File: src/rtl/measure_sequencer_if.sv
// Control and result port of the measurement sequencer.
// master: the requester / result consumer. slave: the sequencer itself.
interface measure_sequencer_if #(
  parameter int CNT_W  = 32,
  parameter int GATE_W = 32
);
  logic              start;
  logic [GATE_W-1:0] gate_len;
  logic              busy;
  logic [CNT_W-1:0]  ref_cnt;
  logic [CNT_W-1:0]  sig_cnt;
  logic [CNT_W-1:0]  high_cnt;
  logic              err;
  logic              result_valid;
  logic              result_ready;

  modport master (
    output start, gate_len, result_ready,
    input  busy, ref_cnt, sig_cnt, high_cnt, err, result_valid
  );

  modport slave (
    input  start, gate_len, result_ready,
    output busy, ref_cnt, sig_cnt, high_cnt, err, result_valid
  );
endinterface

File: src/rtl/measure_sequencer.sv
// Gate sequencer for the frequency / duty-cycle meter. Synchronises sig_in,
// opens the window on a rising edge, keeps it open for at least gate_len
// reference clocks, closes it on the next rising edge and reports the
// reference-cycle, signal-period and high-time counts on a valid/ready port.
module measure_sequencer #(
  parameter int CNT_W       = 32,
  parameter int GATE_W      = 32,
  parameter int SYNC_STAGES = 2,
  parameter int TIMEOUT     = 100_000_000
) (
  input  logic                sys_clk,
  input  logic                rst_n,
  input  logic                sig_in,
  measure_sequencer_if.slave  bus
);

  localparam int TO_W = (TIMEOUT > 2) ? $clog2(TIMEOUT) : 1;

  typedef enum logic [2:0] {IDLE, ARM, GATE, CLOSE, DONE} state_t;

  state_t                 state_q, state_d;
  logic [SYNC_STAGES-1:0] sync_q;
  logic                   s_d_q;
  logic                   s, rise;
  logic [GATE_W-1:0]      len_q, len_d;
  logic [GATE_W-1:0]      timer_q, timer_d;
  logic [TO_W-1:0]        to_q, to_d;
  logic [CNT_W-1:0]       ref_q, ref_d, sig_q, sig_d, high_q, high_d;
  logic                   err_q, err_d;
  logic [CNT_W:0]         ref_inc, high_inc, sig_inc;

  // Saturating increment; MSB of the result flags an increment lost at all-ones.
  function automatic logic [CNT_W:0] sat_add(input logic [CNT_W-1:0] v,
                                             input logic inc);
    if (inc && (v == '1)) return {1'b1, v};
    return {1'b0, v + CNT_W'(inc)};
  endfunction

  assign s    = sync_q[SYNC_STAGES-1];
  assign rise = s & ~s_d_q;

  // Synchroniser chain plus one extra delay for edge detection.
  always_ff @(posedge sys_clk) begin
    if (!rst_n) begin
      sync_q <= '0;
      s_d_q  <= 1'b0;
    end else begin
      sync_q <= {sync_q[SYNC_STAGES-2:0], sig_in};
      s_d_q  <= s;
    end
  end

  // State, counters, gate timer and timeout counter registers.
  always_ff @(posedge sys_clk) begin
    if (!rst_n) begin
      state_q <= IDLE;
      len_q   <= '0;
      timer_q <= '0;
      to_q    <= '0;
      ref_q   <= '0;
      sig_q   <= '0;
      high_q  <= '0;
      err_q   <= 1'b0;
    end else begin
      state_q <= state_d;
      len_q   <= len_d;
      timer_q <= timer_d;
      to_q    <= to_d;
      ref_q   <= ref_d;
      sig_q   <= sig_d;
      high_q  <= high_d;
      err_q   <= err_d;
    end
  end

  // Next-state and counter update logic.
  always_comb begin
    state_d  = state_q;
    len_d    = len_q;
    timer_d  = timer_q;
    to_d     = to_q;
    ref_d    = ref_q;
    sig_d    = sig_q;
    high_d   = high_q;
    err_d    = err_q;
    ref_inc  = sat_add(ref_q, 1'b1);
    high_inc = sat_add(high_q, s);
    sig_inc  = sat_add(sig_q, rise);

    case (state_q)
      IDLE: begin
        if (bus.start) begin
          // A zero length would never let the gate run; treat it as one cycle.
          len_d   = (bus.gate_len == '0) ? GATE_W'(1) : bus.gate_len;
          ref_d   = '0;
          sig_d   = '0;
          high_d  = '0;
          err_d   = 1'b0;
          to_d    = '0;
          state_d = ARM;
        end
      end
      ARM: begin
        if (rise) begin
          // The opening edge cycle is the first cycle of the window.
          ref_d   = CNT_W'(1);
          high_d  = CNT_W'(1);
          sig_d   = '0;
          timer_d = len_q - GATE_W'(1);
          to_d    = '0;
          state_d = (len_q == GATE_W'(1)) ? CLOSE : GATE;
        end else if (to_q == TO_W'(TIMEOUT - 1)) begin
          err_d   = 1'b1;
          state_d = DONE;
        end else begin
          to_d = to_q + TO_W'(1);
        end
      end
      GATE: begin
        ref_d   = ref_inc[CNT_W-1:0];
        high_d  = high_inc[CNT_W-1:0];
        sig_d   = sig_inc[CNT_W-1:0];
        err_d   = err_q | ref_inc[CNT_W] | high_inc[CNT_W] | sig_inc[CNT_W];
        timer_d = timer_q - GATE_W'(1);
        if (timer_q <= GATE_W'(1)) begin
          to_d    = '0;
          state_d = CLOSE;
        end
      end
      CLOSE: begin
        if (rise) begin
          // Closing edge ends the window: it counts a period but no ref/high cycle.
          sig_d   = sig_inc[CNT_W-1:0];
          err_d   = err_q | sig_inc[CNT_W];
          state_d = DONE;
        end else begin
          ref_d  = ref_inc[CNT_W-1:0];
          high_d = high_inc[CNT_W-1:0];
          err_d  = err_q | ref_inc[CNT_W] | high_inc[CNT_W];
          to_d   = to_q + TO_W'(1);
          if (to_q == TO_W'(TIMEOUT - 1)) begin
            err_d   = 1'b1;
            state_d = DONE;
          end
        end
      end
      DONE: begin
        if (bus.result_ready) state_d = IDLE;
      end
      default: state_d = IDLE;
    endcase
  end

  assign bus.busy         = (state_q == ARM) || (state_q == GATE) || (state_q == CLOSE);
  assign bus.result_valid = (state_q == DONE);
  assign bus.ref_cnt      = ref_q;
  assign bus.sig_cnt      = sig_q;
  assign bus.high_cnt     = high_q;
  assign bus.err          = err_q;

endmodule

File: src/flat_wrapper.sv
// flat-port wrapper written by rule: the top's interface ports become plain ports
module measure_sequencer_flat 
#(
  parameter int CNT_W       = 32,
  parameter int GATE_W      = 32,
  parameter int SYNC_STAGES = 2,
  parameter int TIMEOUT     = 100_000_000
)
  (sys_clk, rst_n, sig_in, bus_start, bus_gate_len, bus_result_ready, bus_busy, bus_ref_cnt, bus_sig_cnt, bus_high_cnt, bus_err, bus_result_valid);
  measure_sequencer_if #(.CNT_W(CNT_W), .GATE_W(GATE_W)) bus_i ();
  input  logic sys_clk;
  input  logic rst_n;
  input  logic sig_in;
  input wire logic [$bits(bus_i.start)-1:0] bus_start;
  input wire logic [$bits(bus_i.gate_len)-1:0] bus_gate_len;
  input wire logic [$bits(bus_i.result_ready)-1:0] bus_result_ready;
  output wire logic [$bits(bus_i.busy)-1:0] bus_busy;
  output wire logic [$bits(bus_i.ref_cnt)-1:0] bus_ref_cnt;
  output wire logic [$bits(bus_i.sig_cnt)-1:0] bus_sig_cnt;
  output wire logic [$bits(bus_i.high_cnt)-1:0] bus_high_cnt;
  output wire logic [$bits(bus_i.err)-1:0] bus_err;
  output wire logic [$bits(bus_i.result_valid)-1:0] bus_result_valid;
  assign bus_i.start = bus_start;
  assign bus_i.gate_len = bus_gate_len;
  assign bus_i.result_ready = bus_result_ready;
  assign bus_busy = bus_i.busy;
  assign bus_ref_cnt = bus_i.ref_cnt;
  assign bus_sig_cnt = bus_i.sig_cnt;
  assign bus_high_cnt = bus_i.high_cnt;
  assign bus_err = bus_i.err;
  assign bus_result_valid = bus_i.result_valid;
  measure_sequencer #(.CNT_W(CNT_W), .GATE_W(GATE_W), .SYNC_STAGES(SYNC_STAGES), .TIMEOUT(TIMEOUT)) u_core (.sys_clk(sys_clk), .rst_n(rst_n), .sig_in(sig_in), .bus(bus_i));
endmodule
File: config.mk
export PLATFORM = sky130hd
export DESIGN_NAME = measure_sequencer_flat
export DESIGN_NICKNAME = d
export VERILOG_FILES = /design/src/rtl/measure_sequencer_if.sv /design/src/rtl/measure_sequencer.sv /design/src/flat_wrapper.sv
export SDC_FILE = /design/constraint.sdc
export NUM_CORES = 1
export LEC_CHECK = 0
export ABC_CLOCK_PERIOD_IN_PS = 5200
export BUFFER_PORTS_ARGS = -buffer_cell sky130_fd_sc_hd__buf_2
export CAP_MARGIN = 20
export CORE_MARGIN = 2
export CORE_UTILIZATION = 55
export CTS_BUF_LIST = sky130_fd_sc_hd__clkbuf_4 sky130_fd_sc_hd__clkbuf_8
export DETAILED_ROUTE_END_ITERATION = 8
export MAX_ROUTING_LAYER = met4
export PLACE_DENSITY_LB_ADDON = 0.05
export SLEW_MARGIN = 20
export SYNTH_ARGS = -nofsm -noshare
export SYNTH_HDL_FRONTEND = slang
export SYNTH_SLANG_ARGS = --single-unit
File: constraint.sdc
create_clock -name sys_clk -period 5.2 [get_ports sys_clk]
set_input_delay 1.04 -clock sys_clk [delete_from_list [all_inputs] [get_ports sys_clk]]
set_output_delay 1.04 -clock sys_clk [all_outputs]
set_load 0.02 [all_outputs]
==> summary.txt, run 1 <==
Clock tree
  – Hold_buf cts: 0
  – Post-CTS Setup Bufs: 0
  – CTS root buf: clkbuf_8
  – Cts bufs inserted: 17
  – H-tree depth: 4
  – CTS Buffer Depth: 2
  – Later-pin clock latency in the skew report: 470 ps
  – Post-cts resize count: 0
  – Clock transition at path regs: 100 ps
  – Clk sinks: 194
  – CTS tree: built

STA
  – Fin crit period: 3258 ps
  – Worst Tran Pin Value: 1018 ps
  – Post-route setup TNS: 0 ps
  – Slew Viols, Final: 0
  – Final hold vios: 0
  – Final setup fails: 0
  – RSZ-0062 raised after global routing: no
  – Final period utilization: 62.65%
  – FMAX: 0.3070 GHz
  – Relative slew slack: 32.14%
  – Fin Clk Skew: 12.12 ps

Synthesis
  – Post-Syn Instances: 1309
  – Yosys reg bits: 194
  – Synth Warn #: 0
  – Synth Flop Type: dfxtp_1
  – Share of the synthesized area in the top cell type: 37.71%
  – Asr flop ratio synth: 0%
  – Post-synthesis sequential area ratio: 37.71%
  – Top-count cell post-synth: dfxtp_1
  – Area leader, netlist: dfxtp_1
  – List of most frequent post-synthesis cells: dfxtp_1, nand2_1, nor2_1
  – Mapped Area: 10300 sq um
  – Syn Area/Cell: 7.868 sq um
  – Post-synthesis cell type count: 70
  – Syn nets: 1356
  – Number of synthesized flops with an enable pin: 0
  – Ranking of synthesized cells by area: dfxtp_1, nand2_1, a21oi_1

Detailed routing
  – Drt initial violations: 668
  – Antenna viol nets, final: 0
  – Vias: 10140
  – Routed wire length per instance: 16.19 um
  – DR vias/cell: 6.114
  – DR DRC count: 0
  – Total wire length: 26860 um
  – DRT Pass-1 Iters: 7

Cells and area
  – Fin nets: 1459
  – Multi-input logic area: 6106 sq um
  – Layout fillers: 1738
  – Area grow syn2layout: 12.11%
  – Share of cells above drive strength 1: 14.19%
  – FF+latch area: 3884 sq um
  – Finished Layout Cells: 1659

Power and ir drop
  – Pint: 2.117 mW
  – P per Cell Area: 261.9 nW/um^2
  – Sequential share of power: 51.9%
  – Clk pwr share: 33.5%
  – Sw Ratio: 29.98%
  – Leakage: 4.340 nW
  – Max IR drop VDD: 0.1795 mV
  – Switch Pwr: 0.9065 mW
  – Gate power share: 14.6%

Critical path
  – Slowest stage delay, CP: 700 ps
  – Worst EP arrival: 3650 ps
  – CP max-delay cell: or4_1
  – Crit path top cell by count: or4_1
  – Worst setup EP type: register
  – CP required: 5590 ps
  – CP delay by family, top: simple AND/OR/NAND/NOR gates
  – CP Buf/Inv Count: 0
  – Crit Path Category: register to register
  – CP cell instances: or4_1, nor4b_4, nand4_1, a21o_1, or4_1, a21oi_1
  – CP max FO: 38
  – Crit path launch type: register

Worst hold path
  – Hold/Removal Path Class: register to register

Global routing
  – Initial antenna violation count: 0
  – First-pass GRT wire length: 44470 um
  – Overall Global Routing Usage: 27.68%
  – Met3 usage: 4.246%
  – Vias in the first global route: 9056
  – Global route hottest layer: met2
  – GRT met1 Usage: 37.35%
  – Met2 GRT Util: 42.98%
  – Gr ovfl total: 0
  – Largest net degree at the start of global routing: 77

Placement
  – # port buffers: 135
  – Gp weighted congestion: 0.8830
  – DP HPWL: 19100 um
  – Placed cell count: 1627

Run
  – Max-Cap Viols: 0

Floorplan
  – Cell Rows: 50
  – Initial Util: 55.61%
  – Top-level I/O count: 136
  – Die height: 140.8 um
  – Die span in x: 140.8 um
  – Core area: 18520 sq um
  – Total die area: 19840 sq um

Outcome
  – Run status: finished, final reports clean
## layout make-up
cell class	instances	share of cell area, %
well taps	234	2.536
clock buffers	18	2.091
diodes	1	0.02167
inverters	27	0.8778
clock inverters	13	1.322
repair buffers	147	6.632
flip-flops and latches	194	33.64
multi-input cells	1025	52.88
## registers in the layout (all words and copies together) (netlist names)
name                 count
u_core.timer_q          32
u_core.sync_q            2
u_core.bus.sig_cnt      32
u_core.bus.ref_cnt      32
u_core.len_q            32
u_core.to_q             27
u_core.state_q           3
u_core.s_d_q             1
u_core.bus.high_cnt     32
u_core.bus.err           1
## worst paths after layout
check	cells past startpoint	start	to	slack, ps
worst max-delay path	6	u_core.timer_q[7]	u_core.to_q[25]	1940
worst min-delay path	1	u_core.sync_q[0]	u_core.sync_q[1]	440
worst max register to register	6	u_core.timer_q[7]	u_core.to_q[25]	1940
worst min register to register	1	u_core.sync_q[0]	u_core.sync_q[1]	440
## metal layers
layer	vias to the layer above	routed length (um)
met1	4774	12790
met3	44	1143
li1	5065	-
met2	260	12420
met4	0	501
met5	-	0
## logic make-up after synthesis
group	after synthesis	share of synthesized area [%]
DFF	194	37.71
AOI/OAI and AO/OA	276	16.96
buffers and inverters	90	3.305
muxes	7	0.7168
xor gates and xnor gates	77	6.548
adders and majority gates	10	1.215
and+or+nand+nor	655	33.54
## placed cells by master, fill, tap and decap left out, drive strengths merged, types with 43 or more instances in the layout
master  netlist  routed
nand3        68      68
nor4         43      43
a21oi       103     103
nand2       154     154
buf          12     147
nor2        128     128
nand4        54      54
xor2         46      46
o21ai        48      48
dfxtp       194     194
## stage by stage
step	util [%]	power (mW)	hold WS (ps)	setup slack, ps	area, sq um
after floorplan	-	1.918	411.9	2405	10300
after detailed placement	60.18	2.041	419.4	1908	11140
after global placement	60.18	2.033	416.6	2025	11140
after global routing	62.34	3.154	465.5	1699	11540
final	62.35	3.024	439.7	1942	11550
after CTS	62.31	3.031	441.8	1986	11540
## power groups by stage
| stage | sequential (mW) | clock [mW] | combinational [mW] |
|---|---|---|---|
| floorplan | 1.59 | 0 | 0.327 |
| global placement | 1.60 | 0 | 0.431 |
| detailed placement | 1.60 | 0 | 0.437 |
| CTS | 1.57 | 1.02 | 0.440 |
| global route | 1.58 | 1.09 | 0.491 |
| finish | 1.57 | 1.01 | 0.442 |
No activity file was read; power rests on OpenSTA's default activity.
==> inputs of run 2 (changes only) <==
Settings changed: ABC_AREA from default to 1, ABC_CLOCK_PERIOD_IN_PS 5200 to 3000.
Clock period 5.2 ns to 3 ns, I/O delays scaled along.
==> summary.txt, run 2 <==
Detailed routing
  – Antenna viol nets, final: 0
  – DR DRC count: 0
  – DRT Pass-1 Iters: 9
  – Routed wire length per instance: 15.76 um
  – Vias: 14520
  – Total wire length: 41300 um
  – Drt initial violations: 1399
  – DR vias/cell: 5.543

Cells and area
  – Area grow syn2layout: 10.34%
  – Final instance area: 14150 sq um
  – Fin nets: 2339
  – Final core occ: 62.13%
  – Most frequent cells in the layout: nand2_1, nor2_1, inv_1
  – Share of cells above drive strength 1: 10.20%
  – Commonest non-fill, non-tap cell in the layout: nand2_1

Power and ir drop
  – Max IR drop VDD: 0.2635 mV
  – P per Cell Area: 388.5 nW/um^2
  – Leakage: 6.127 nW

Critical path
  – CP Buf/Inv Count: 1
  – Worst EP arrival: 2870 ps
  – CP max-delay cell: nor2_2
  – CP cell instances: nor2_1, nand2_1, nor2_1, nand2_1, nand3_1, nand2_1, nor2_2, buf_4, nor2_1, nor3_1
  – CP startpoint: u_core.timer_q[14]
  – Crit path launch type: register
  – Crit Path Category: register to register
  – Slowest stage delay, CP: 520 ps
  – CP max FO: 18
  – CP delay by family, top: simple AND/OR/NAND/NOR gates
  – CP required: 3400 ps
  – Worst setup EP type: register
  – FF-to-FF Start: u_core.timer_q[14]

Synthesis
  – Largest family of logic cells by synthesized area: simple AND/OR/NAND/NOR gates
  – Mux contribution to synthesized area: 0.07804%
  – Adder-Cell Fraction of Synth Area: 0.9755%
  – Area leader, netlist: dfxtp_1
  – Synth Flop Type: dfxtp_1
  – List of most frequent post-synthesis cells: nand2_1, nor2_1, inv_1
  – Top-count cell post-synth: nand2_1
  – Compound-Gate Fraction of Synth Area: 11.31%
  – Simple-Gate Fraction of Synth Area: 44.49%
  – Share of the synthesized area in the top cell type: 30.28%
  – Mapped Area: 12830 sq um
  – Post-Syn Instances: 2180
  – Number of synthesized flops with an enable pin: 0
  – Post-synthesis sequential area ratio: 30.28%
  – Synth Warn #: 0
  – Post-synthesis cell type count: 46
  – Ranking of synthesized cells by area: dfxtp_1, nand2_1, nor2_1
  – Asr flop ratio synth: 0%
  – Post-Synth XOR/XNOR Area: 2.390%
  – Syn nets: 2227
  – Yosys reg bits: 194
  – Syn Area/Cell: 5.884 sq um

STA
  – Hold WS: 333.7 ps
  – Slew Viols, Final: 0
  – Fin crit period: 2469 ps
  – Final hold vios: 0
  – Final setup fails: 0
  – RSZ-0062 raised after global routing: no
  – FMAX: 0.4051 GHz
  – Final period utilization: 82.29%
  – Relative slew slack: 51.96%
  – Post-route setup TNS: 0 ps
  – Worst Tran Pin Value: 718.9 ps
  – Fin Clk Skew: 25.30 ps

Worst hold path
  – Hold/Removal Path Class: input port to register
  – Worst Hold Launch: bus_gate_len[18]

Global routing
  – Overall Global Routing Usage: 34.56%
  – Met2 GRT Util: 57.04%
  – Global route hottest layer: met2
  – GRT met1 Usage: 41.31%
  – Vias in the first global route: 13130
  – First-pass GRT wire length: 65900 um
  – Largest net degree at the start of global routing: 62
  – Initial antenna violation count: 2
  – Gr ovfl total: 0
  – Met3 usage: 4.376%

Floorplan
  – Top-level I/O count: 136
  – Core area: 22780 sq um
  – Initial Util: 56.31%
  – Die height: 156.7 um
  – Cell Rows: 55
  – Total die area: 24560 sq um
  – Die span in x: 156.7 um

Run
  – Max-Cap Viols: 0

Outcome
  – Run status: finished, final reports clean

Placement
  – Placed Instance Area: 13730 sq um
  – # port buffers: 135
  – Gp weighted congestion: 1.028
  – DP HPWL: 31730 um

Clock tree
  – Post-cts resize count: 0
  – CTS root buf: clkbuf_8
  – Clock transition at path regs: 120 ps
  – H-tree depth: 4
  – Later-pin clock latency in the skew report: 510 ps
  – Cts bufs inserted: 17
  – Hold_buf cts: 0
  – Clk sinks: 194
  – CTS tree: built
  – CTS Buffer Depth: 2
  – Post-CTS Setup Bufs: 0
[run 2: path summary, 6_finish.rpt]
path	endpoint	depth (start not counted)	slack [ps]
worst max register to register	u_core.to_q[0]	10	530
worst min register to register	u_core.sync_q[1]	2	420
worst max-delay path	u_core.to_q[0]	10	530
worst min-delay path	u_core.len_q[18]	3	330
[run 2: metrics by stage]
| step | power (mW) | instances | worst slack [ps] |
|---|---|---|---|
| global route | 5.734 | 2620 | 229.2 |
| detailed placement | 3.670 | 2586 | 560.7 |
| global placement | 3.658 | 2586 | 571.6 |
| floorplan | 3.412 | 2180 | 696.7 |
| CTS | 5.511 | 2618 | 537.9 |
| finish | 5.499 | 2620 | 531.4 |
[run 2: tightest hold or removal path: stages]
cell and delay, ps:
buf_2 100, inv_1 50, a21oi_1 50
[run 2: per-layer routing]
layer / up-vias / wire length (um)
met1: 6551 / 17130
met4: 0 / 2140
met3: 117 / 2672
met2: 628 / 19350
li1: 7227 / -
met5: - / 0
[run 2: cells by family after synthesis]
group                    count (synthesis)
AND/OR/NAND/NOR                       1336
buffers and inverters                  333
XOR/XNOR                                35
multiplexers                             1
flip-flops                             194
AO/OA/AOI/OAI                          271
adder cells (fa/ha/maj)                 10
[run 2: power by group]
part / switching, mW / total (mW) / internal [mW]
clock network: 1.06 / 1.87 / 0.807
logic: 0.659 / 0.926 / 0.267
registers: 0.0720 / 2.70 / 2.63
[run 2: cell type report]
class / count / area [sq um]
Antenna cell: 2 / 5.005
Clock buffer: 19 / 255.2
Clock inverter: 13 / 165.2
Fill cell: 2308 / 8626
Inverter: 269 / 1012
Multi-Input combinational cell: 1653 / 7599
Sequential cell: 194 / 3884
Tap cell: 313 / 391.6
Timing Repair Buffer: 157 / 840.8
